$ cat src/rtl/pipe_pkg.sv
// ---------------------------------------------------------------------------
// pipe_pkg
// Shared types and constants for the RV32I 5-stage pipeline registers.
//   XLEN        : datapath / PC width
//   CTRL_W      : packed control width, must equal $bits(id_ex_ctrl_t)
//   hz_state_e  : ID/EX hazard FSM encoding (3 is unused and decodes to RUN)
//   id_ex_ctrl_t: decoded control bundle carried from ID into EX
//   BUBBLE_CTRL : control word of a NOP bubble (all zeros, no side effects)
// ---------------------------------------------------------------------------
package pipe_pkg;

    localparam int XLEN   = 32;
    localparam int CTRL_W = 11;

    typedef enum logic [1:0] {
        HZ_RUN       = 2'd0,
        HZ_LU_BUBBLE = 2'd1,
        HZ_HOLD      = 2'd2
    } hz_state_e;

    typedef struct packed {
        logic       RegWrite;   // [10]
        logic       MemRead;    // [9]
        logic       MemWrite;   // [8]
        logic       MemToReg;   // [7]
        logic       ALUSrc;     // [6]
        logic       Branch;     // [5]
        logic       Jump;       // [4]
        logic [3:0] ALUOp;      // [3:0]
    } id_ex_ctrl_t;

    // Bit position of MemRead inside the packed control word.
    localparam int CTRL_MEMREAD_BIT = 9;

    localparam id_ex_ctrl_t BUBBLE_CTRL = '0;

endpackage

$ cat src/rtl/load_use_detect.sv
// ---------------------------------------------------------------------------
// load_use_detect
// Combinational load-use hazard equation. A load sitting in EX whose
// destination is read by the instruction in ID cannot be forwarded in time,
// so the ID instruction must wait one cycle.
// Ports:
//   ex_valid_i, ex_memread_i, ex_rd_i : instruction currently in EX
//   id_valid_i, id_rs1_i, id_rs2_i    : instruction currently in ID
//   id_uses_rs1_i, id_uses_rs2_i      : ID instruction actually reads operand
//   lu_o                              : load-use hazard present
// ---------------------------------------------------------------------------
module load_use_detect (
    input  logic       ex_valid_i,
    input  logic       ex_memread_i,
    input  logic [4:0] ex_rd_i,
    input  logic       id_valid_i,
    input  logic [4:0] id_rs1_i,
    input  logic [4:0] id_rs2_i,
    input  logic       id_uses_rs1_i,
    input  logic       id_uses_rs2_i,
    output logic       lu_o
);

    logic rs1_hit, rs2_hit;

    assign rs1_hit = id_uses_rs1_i & (ex_rd_i == id_rs1_i);
    assign rs2_hit = id_uses_rs2_i & (ex_rd_i == id_rs2_i);

    // x0 is never a real destination, so a load to x0 cannot create a hazard.
    assign lu_o = ex_valid_i & ex_memread_i & (ex_rd_i != 5'd0) & id_valid_i
                & (rs1_hit | rs2_hit);

endmodule

$ cat src/rtl/id_ex_stage_reg.sv
// ---------------------------------------------------------------------------
// id_ex_stage_reg
// ID/EX pipeline register with load-use bubble insertion, global freeze and
// branch-flush handling (including a flush that arrives while frozen, which
// is remembered in a pending flag and applied when the freeze lifts).
//
// Optional feature macro: ID_EX_PERF_CNT_EN
//   defined   : Perf_Bubbles / Perf_Flushes / Perf_Freeze are live 32-bit
//               wrapping counters, cleared by rst
//   undefined : the same ports exist but are tied to zero, no counter flops
//
// Ports:
//   clk, rst                  : clock, synchronous active-high reset
//   Stall_in                  : global freeze (IM/DM wait), holds everything
//   Flush                     : taken branch/jump from EX, kill ID instruction
//   IF_ID_*, Uses_RS*, ID_Ctrl: instruction presented by the ID stage
//   Data_rs1, Data_rs2        : operands already forwarded in ID
//   PC_Write, IF_ID_Write     : 0 while a load-use bubble is being inserted
//   ID_EX_*                   : registered instruction for EX
//   Hz_State                  : hazard FSM state (RUN/LU_BUBBLE/HOLD), debug
//   Perf_*                    : optional performance counters
// ---------------------------------------------------------------------------
module id_ex_stage_reg #(
    parameter int XLEN   = 32,
    parameter int CTRL_W = 11
) (
    input  logic              clk,
    input  logic              rst,
    input  logic              Stall_in,
    input  logic              Flush,
    input  logic              IF_ID_Valid,
    input  logic [XLEN-1:0]   IF_ID_PC,
    input  logic [XLEN-1:0]   IF_ID_Imm,
    input  logic [4:0]        IF_ID_RS1,
    input  logic [4:0]        IF_ID_RS2,
    input  logic [4:0]        IF_ID_Rd,
    input  logic              Uses_RS1,
    input  logic              Uses_RS2,
    input  logic [CTRL_W-1:0] ID_Ctrl,
    input  logic [XLEN-1:0]   Data_rs1,
    input  logic [XLEN-1:0]   Data_rs2,
    output logic              PC_Write,
    output logic              IF_ID_Write,
    output logic              ID_EX_Valid,
    output logic [XLEN-1:0]   ID_EX_PC,
    output logic [XLEN-1:0]   ID_EX_Imm,
    output logic [XLEN-1:0]   ID_EX_Data_rs1,
    output logic [XLEN-1:0]   ID_EX_Data_rs2,
    output logic [4:0]        ID_EX_RS1,
    output logic [4:0]        ID_EX_RS2,
    output logic [4:0]        ID_EX_Rd,
    output logic [CTRL_W-1:0] ID_EX_Ctrl,
    output logic [1:0]        Hz_State,
    output logic [31:0]       Perf_Bubbles,
    output logic [31:0]       Perf_Flushes,
    output logic [31:0]       Perf_Freeze
);

    import pipe_pkg::*;

    localparam logic [1:0] ST_RUN       = 2'(HZ_RUN);
    localparam logic [1:0] ST_LU_BUBBLE = 2'(HZ_LU_BUBBLE);
    localparam logic [1:0] ST_HOLD      = 2'(HZ_HOLD);

    localparam logic [CTRL_W-1:0] BUBBLE_CTRL_W = CTRL_W'(BUBBLE_CTRL);

    // -----------------------------------------------------------------------
    // Pipeline state
    // -----------------------------------------------------------------------
    logic              valid_q, valid_d;
    logic [XLEN-1:0]   pc_q,    pc_d;
    logic [XLEN-1:0]   imm_q,   imm_d;
    logic [XLEN-1:0]   d1_q,    d1_d;
    logic [XLEN-1:0]   d2_q,    d2_d;
    logic [4:0]        rs1_q,   rs1_d;
    logic [4:0]        rs2_q,   rs2_d;
    logic [4:0]        rd_q,    rd_d;
    logic [CTRL_W-1:0] ctrl_q,  ctrl_d;
    logic [1:0]        state_q, state_d;
    logic              pend_q,  pend_d;   // flush seen while frozen

    logic lu;
    logic flush_now;
    logic take_lu;

    load_use_detect u_lu (
        .ex_valid_i    (valid_q),
        .ex_memread_i  (ctrl_q[CTRL_MEMREAD_BIT]),
        .ex_rd_i       (rd_q),
        .id_valid_i    (IF_ID_Valid),
        .id_rs1_i      (IF_ID_RS1),
        .id_rs2_i      (IF_ID_RS2),
        .id_uses_rs1_i (Uses_RS1),
        .id_uses_rs2_i (Uses_RS2),
        .lu_o          (lu)
    );

    assign flush_now = Flush | pend_q;
    assign take_lu   = lu & ~Stall_in & ~flush_now;

    // Stall_in is deliberately not folded in here: upstream freezes on it
    // directly. rst forces the enables high because lu is built from
    // registers that are not yet cleared during the reset cycle.
    assign PC_Write    = rst | ~take_lu;
    assign IF_ID_Write = rst | ~take_lu;

    // -----------------------------------------------------------------------
    // Next-state: freeze > flush (live or pending) > load-use bubble > capture
    // -----------------------------------------------------------------------
    always_comb begin
        valid_d = valid_q;
        pc_d    = pc_q;
        imm_d   = imm_q;
        d1_d    = d1_q;
        d2_d    = d2_q;
        rs1_d   = rs1_q;
        rs2_d   = rs2_q;
        rd_d    = rd_q;
        ctrl_d  = ctrl_q;
        state_d = state_q;
        pend_d  = pend_q;

        if (Stall_in) begin
            pend_d  = pend_q | Flush;
            state_d = ST_HOLD;
        end else if (flush_now | lu) begin
            valid_d = 1'b0;
            pc_d    = '0;
            imm_d   = '0;
            d1_d    = '0;
            d2_d    = '0;
            rs1_d   = '0;
            rs2_d   = '0;
            rd_d    = '0;
            ctrl_d  = BUBBLE_CTRL_W;
            pend_d  = 1'b0;
            state_d = flush_now ? ST_RUN : ST_LU_BUBBLE;
        end else begin
            valid_d = IF_ID_Valid;
            pc_d    = IF_ID_PC;
            imm_d   = IF_ID_Imm;
            d1_d    = Data_rs1;
            d2_d    = Data_rs2;
            rs1_d   = IF_ID_RS1;
            rs2_d   = IF_ID_RS2;
            rd_d    = IF_ID_Rd;
            ctrl_d  = ID_Ctrl;
            state_d = ST_RUN;
        end
    end

    always_ff @(posedge clk) begin
        if (rst) begin
            valid_q <= 1'b0;
            pc_q    <= '0;
            imm_q   <= '0;
            d1_q    <= '0;
            d2_q    <= '0;
            rs1_q   <= '0;
            rs2_q   <= '0;
            rd_q    <= '0;
            ctrl_q  <= '0;
            state_q <= ST_RUN;
            pend_q  <= 1'b0;
        end else begin
            valid_q <= valid_d;
            pc_q    <= pc_d;
            imm_q   <= imm_d;
            d1_q    <= d1_d;
            d2_q    <= d2_d;
            rs1_q   <= rs1_d;
            rs2_q   <= rs2_d;
            rd_q    <= rd_d;
            ctrl_q  <= ctrl_d;
            state_q <= state_d;
            pend_q  <= pend_d;
        end
    end

    assign ID_EX_Valid    = valid_q;
    assign ID_EX_PC       = pc_q;
    assign ID_EX_Imm      = imm_q;
    assign ID_EX_Data_rs1 = d1_q;
    assign ID_EX_Data_rs2 = d2_q;
    assign ID_EX_RS1      = rs1_q;
    assign ID_EX_RS2      = rs2_q;
    assign ID_EX_Rd       = rd_q;
    assign ID_EX_Ctrl     = ctrl_q;
    // Encoding 3 is unreachable; report it as RUN if it ever shows up.
    assign Hz_State       = (state_q == 2'd3) ? ST_RUN : state_q;

    // The bubble slot holds no load, so a second load-use right behind the
    // first means the EX contents were corrupted.
    a_no_double_lu : assert property (@(posedge clk) disable iff (rst)
        (state_q == ST_LU_BUBBLE) |-> !lu);

    // -----------------------------------------------------------------------
    // Optional performance counters
    // -----------------------------------------------------------------------
`ifdef ID_EX_PERF_CNT_EN
    logic [31:0] bub_cnt_q, fl_cnt_q, frz_cnt_q;

    always_ff @(posedge clk) begin
        if (rst) begin
            bub_cnt_q <= '0;
            fl_cnt_q  <= '0;
            frz_cnt_q <= '0;
        end else begin
            if (Stall_in)
                frz_cnt_q <= frz_cnt_q + 32'd1;
            // A pending flush is counted when its bubble is loaded, so a
            // flush is counted exactly once whether it was deferred or not.
            if (!Stall_in && flush_now)
                fl_cnt_q <= fl_cnt_q + 32'd1;
            if (take_lu)
                bub_cnt_q <= bub_cnt_q + 32'd1;
        end
    end

    assign Perf_Bubbles = bub_cnt_q;
    assign Perf_Flushes = fl_cnt_q;
    assign Perf_Freeze  = frz_cnt_q;
`else
    assign Perf_Bubbles = '0;
    assign Perf_Flushes = '0;
    assign Perf_Freeze  = '0;
`endif

endmodule

$ cat config.mk
export PLATFORM = sky130hd
export DESIGN_NAME = id_ex_stage_reg
export DESIGN_NICKNAME = d
export VERILOG_FILES = /design/src/rtl/pipe_pkg.sv /design/src/rtl/load_use_detect.sv /design/src/rtl/id_ex_stage_reg.sv
export SDC_FILE = /design/constraint.sdc
export NUM_CORES = 1
export LEC_CHECK = 0
export ABC_AREA = 1
export ABC_CLOCK_PERIOD_IN_PS = 3750
export CAP_MARGIN = 20
export CELL_PAD_IN_SITES_DETAIL_PLACEMENT = 0
export CELL_PAD_IN_SITES_GLOBAL_PLACEMENT = 1
export CORE_AREA = 2 2 161 163
export CTS_CLUSTER_DIAMETER = 150
export DETAILED_ROUTE_END_ITERATION = 16
export DIE_AREA = 0 0 163 165
export PLACE_DENSITY_LB_ADDON = 0.1
export SYNTH_ARGS = -nofsm -noshare
export SYNTH_HDL_FRONTEND = slang
export SYNTH_SLANG_ARGS = --single-unit
$ cat constraint.sdc
create_clock -name clk -period 3.75 [get_ports clk]
set_input_delay 0.9375 -clock clk [delete_from_list [all_inputs] [get_ports clk]]
set_output_delay 0.9375 -clock clk [all_outputs]
set_load 0.005 [all_outputs]
==> results.txt <==
----------------------------------------------------
[Status]
  Outcome ... finished, final reports clean

[Global route]
  Overall overflow remaining after global route ... 0
  Via count of the first global-routing pass ... 5,695
  First-pass GRT wire length ... 33.1 mm
  Largest net degree at the start of global routing ... 156
  Total Routing Usage GR ... 16.0%
  Initial antenna violation count ... 1

[Critical path]
  Category of the worst setup path capture point ... output port
  Type of the worst setup path ... input pin to output port
  Most used cell, CP ... sky130_fd_sc_hd__nand2_1
  Worst Path Required ... 2.81 ns
  CP Launch Type ... input pin
  Startpoint of the most critical register-to-register path ... ID_EX_Rd[3]
  RR Endpoint ... ID_EX_Data_rs1[29]
  CP startpoint ... IF_ID_RS2[4]
  Stage delay of the slowest cell on the critical path ... 0.50 ns
  Reg-to-reg slack, setup ... 1.80 ns
  CP Cell Sequence ... clkdlybuf4s50_1 > inv_1 > nand2_1 > nand2_1 > nor2_1 > nand3_1 > nand2_1 > nand2_4 > nor2_2 > inv_1 > clkdlybuf4s50_1
  Worst-case reg-to-reg path depth ... 10
  End point of the critical path ... PC_Write
  Critical path peak fanout ... 3
  Slowest cell on the critical path ... sky130_fd_sc_hd__clkdlybuf4s50_1
  Critical Path AT ... 2.66 ns

[Place]
  Gpl congestion ... 0.704
  Buffers on Ports ... 319
  Worst slack after detailed placement ... 0.0865 ns
  Total half-perimeter wirelength after legalization and detailed placement ... 15.4 mm

[Detailed routing]
  Routed vias ... 5,922
  Mean routed wirelength per cell ... 15.1 microns
  Post-DRT Antenna Nets ... 0
  DRC violations left ... 0
  Drt total wl ... 22.3 mm
  Number of search-and-repair iterations in the first detailed-routing pass ... 4
  Avg Vias per Cell ... 4.01
  Number of DRC markers after the initial detailed-route iteration ... 327

[Synthesis]
  Total of flip-flops plus latches after synthesis ... 158
  Number of synthesis warnings ... 0
  Cell area after technology mapping ... 0.00644 sq mm
  Count of mapped cells out of synthesis ... 844
  Portion of the post-synthesis area used by sequential elements ... 49.1%
  Number of different library cells in the post-synthesis netlist ... 15
  Mean Syn Cell Area ... 7.63 sq um

[Layout]
  Leading cell type in the layout, fill and taps excluded ... sky130_fd_sc_hd__nand2_1
  Number of diodes added for antenna fixing ... 0
  Top library cells by usage in the layout, fill and taps aside ... sky130_fd_sc_hd__nand2_1, sky130_fd_sc_hd__clkdlybuf4s50_1, sky130_fd_sc_hd__dfxtp_1, sky130_fd_sc_hd__nand3_1, sky130_fd_sc_hd__conb_1
  Layout-stage area growth over the synthesis result ... 56.4%
  Filler cell count ... 2,616
  Fraction of final layout cells with drive strength greater than 1 ... 3.84%
  Net count, final ... 1,295

[Clock network]
  Total clock buffers created by CTS ... 17
  Cell at the root of the clock tree ... sky130_fd_sc_hd__clkbuf_16
  Clock transition at the registers of the reported paths ... 0.07 ns
  Htree depth ... 4
  Max Root-Sink Buffers ... 2
  Clock latency reported for the late side of the worst-skew pair ... 0.43 ns
  Clock tree from TritonCTS ... yes
  Sink Count ... 158

[Power and ir drop]
  Fraction of power spent switching nets ... 25.1%
  Pwr dens ... 405 mW/mm^2
  Total net switching power ... 1020 uW
  Relative contribution of the clock network to total power ... 44.9%
  Sequential group share of total power ... 43.5%
  Maximum VDD drop ... 0.275 mV
  Cell-internal power ... 3060 uW
  Cell leakage power ... 0.00461 uW
  Combinational fraction of design power ... 11.5%

[Die]
  Total Die Area ... 0.0269 sq mm
  Initial Util ... 25.7%
  Width of the chip ... 163 microns
  Cell Rows ... 58
  Die extent in y ... 165 microns
  I/O pin count ... 416
  Total core area ... 0.0250 sq mm

[STA]
  Final cycle utilization of the critical path ... 95.9%
  Final setup violation count ... 0
  Worst hold margin ... 0.450 ns
  Number of hold violations in the final report ... 0
  Maximum operating frequency ... 278 MHz
  Setup slack of the critical path after layout ... 0.153 ns
  Transition time of the tightest slew-check pin ... 0.786 ns
  Headroom to the max-slew limit ... 47.6%
  Setup repair after global routing missed its margin ... no
  Setup TNS ... 0 ns
  Total count of max-transition violations in the final report ... 0
  Layout Skew ... 0.0229 ns
  Min Clock Period, post-route ... 3.60 ns

[Run]
  Count of max-cap constraint violations ... 0

[Min path]
  Path class of the lowest-slack min-delay path ... flip-flop to flip-flop

----------------------------------------------------
[worst min-delay path by stage]
stage	from	end	cells past startpoint
4_1_cts	ID_EX_RS1[4]	ID_EX_RS1[4]	2
3_5_place_dp	ID_EX_Data_rs2[6]	ID_EX_Data_rs2[6]	2
2_1_floorplan	ID_EX_Ctrl[9]	ID_EX_Ctrl[9]	2
5_1_grt	ID_EX_Data_rs1[28]	ID_EX_Data_rs1[28]	2
6_report	ID_EX_Data_rs2[6]	ID_EX_Data_rs2[6]	2
3_3_place_gp	ID_EX_Imm[24]	ID_EX_Imm[24]	2
[worst max-delay path, delay by kind of cell]
kind          cells  cell delay, ns
buf+inv           4            1.08
simple gates      7            0.65
[registers in the layout (all words and copies together) (netlist names), 5 cells and up]
signal / count
ID_EX_Ctrl: 11
ID_EX_Data_rs1: 32
ID_EX_Data_rs2: 32
ID_EX_Imm: 32
ID_EX_PC: 32
ID_EX_RS1: 5
ID_EX_RS2: 5
ID_EX_Rd: 5
[synthesized netlist by cell type]
cell	n	area share, %
sky130_fd_sc_hd__clkbuf_1	17	0.99
sky130_fd_sc_hd__inv_1	19	1.1
sky130_fd_sc_hd__nor3_1	1	0.078
sky130_fd_sc_hd__inv_2	2	0.12
sky130_fd_sc_hd__buf_2	9	0.70
sky130_fd_sc_hd__buf_1	9	0.52
sky130_fd_sc_hd__nand3_1	158	12
sky130_fd_sc_hd__nand2_1	339	20
sky130_fd_sc_hd__nand4_1	2	0.19
sky130_fd_sc_hd__conb_1	1	0.058
sky130_fd_sc_hd__dfxtp_1	158	49
sky130_fd_sc_hd__nor2_1	14	0.82
sky130_fd_sc_hd__buf_4	98	11
sky130_fd_sc_hd__buf_6	16	2.8
sky130_fd_sc_hd__nand2_2	1	0.097
[per-layer routing]
metal / GRT usage, % / part of all wire [%] / vias up
met5: 0 / 0.054 / -
met1: 18.2 / 40 / 2622
li1: - / - / 3037
met2: 27.6 / 49 / 248
met4: 3.70 / 0.98 / 2
met3: 7.06 / 9.6 / 13
[final cells by class]
type                    count  area, sq um  area share (%)
repair buffers            325         3290            32.6
flip-flops and latches    158         3160            31.4
multi-input cells         611         2510            25.0
clock buffers              18          439            4.36
well taps                 330          413            4.10
clock inverters            14          175            1.74
inverters                  21         81.3           0.807
[cells by family after synthesis]
| kind of cell | share of synthesized area [%] |
|---|---|
| flip-flops | 49.1 |
| AND/OR/NAND/NOR | 33.2 |
| buffers and inverters | 17.7 |
| other | 0.0582 |
[through the flow]
step | cells | area (sq um) | power [uW] | utilization (%)
global placement | 1445 | 9460 | 2290 | 37.8
CTS | 1477 | 10100 | 4150 | 40.2
finish | 1477 | 10100 | 4080 | 40.2
global route | 1477 | 10100 | 4270 | 40.2
floorplan | 939 | 6800 | 2020 | -
detailed placement | 1445 | 9460 | 2290 | 37.8
[power by group through the flow]
stage / Sequential [uW] / Clock, uW / Combinational [uW]
finish: 1780 / 1830 / 471
global route: 1780 / 1970 / 517
CTS: 1780 / 1900 / 478
detailed placement: 1810 / 0 / 476
global placement: 1810 / 0 / 478
floorplan: 1820 / 0 / 199
[timing repair]
action / 4_1_cts / 5_1_grt
endpoints found under the hold margin: 0 / 0
setup buffers: 0 / 0
endpoints found under the setup margin: 0 / 2
gates resized for setup: 0 / 1
hold buffers: 0 / 0
No activity file was read; power rests on OpenSTA's default activity.
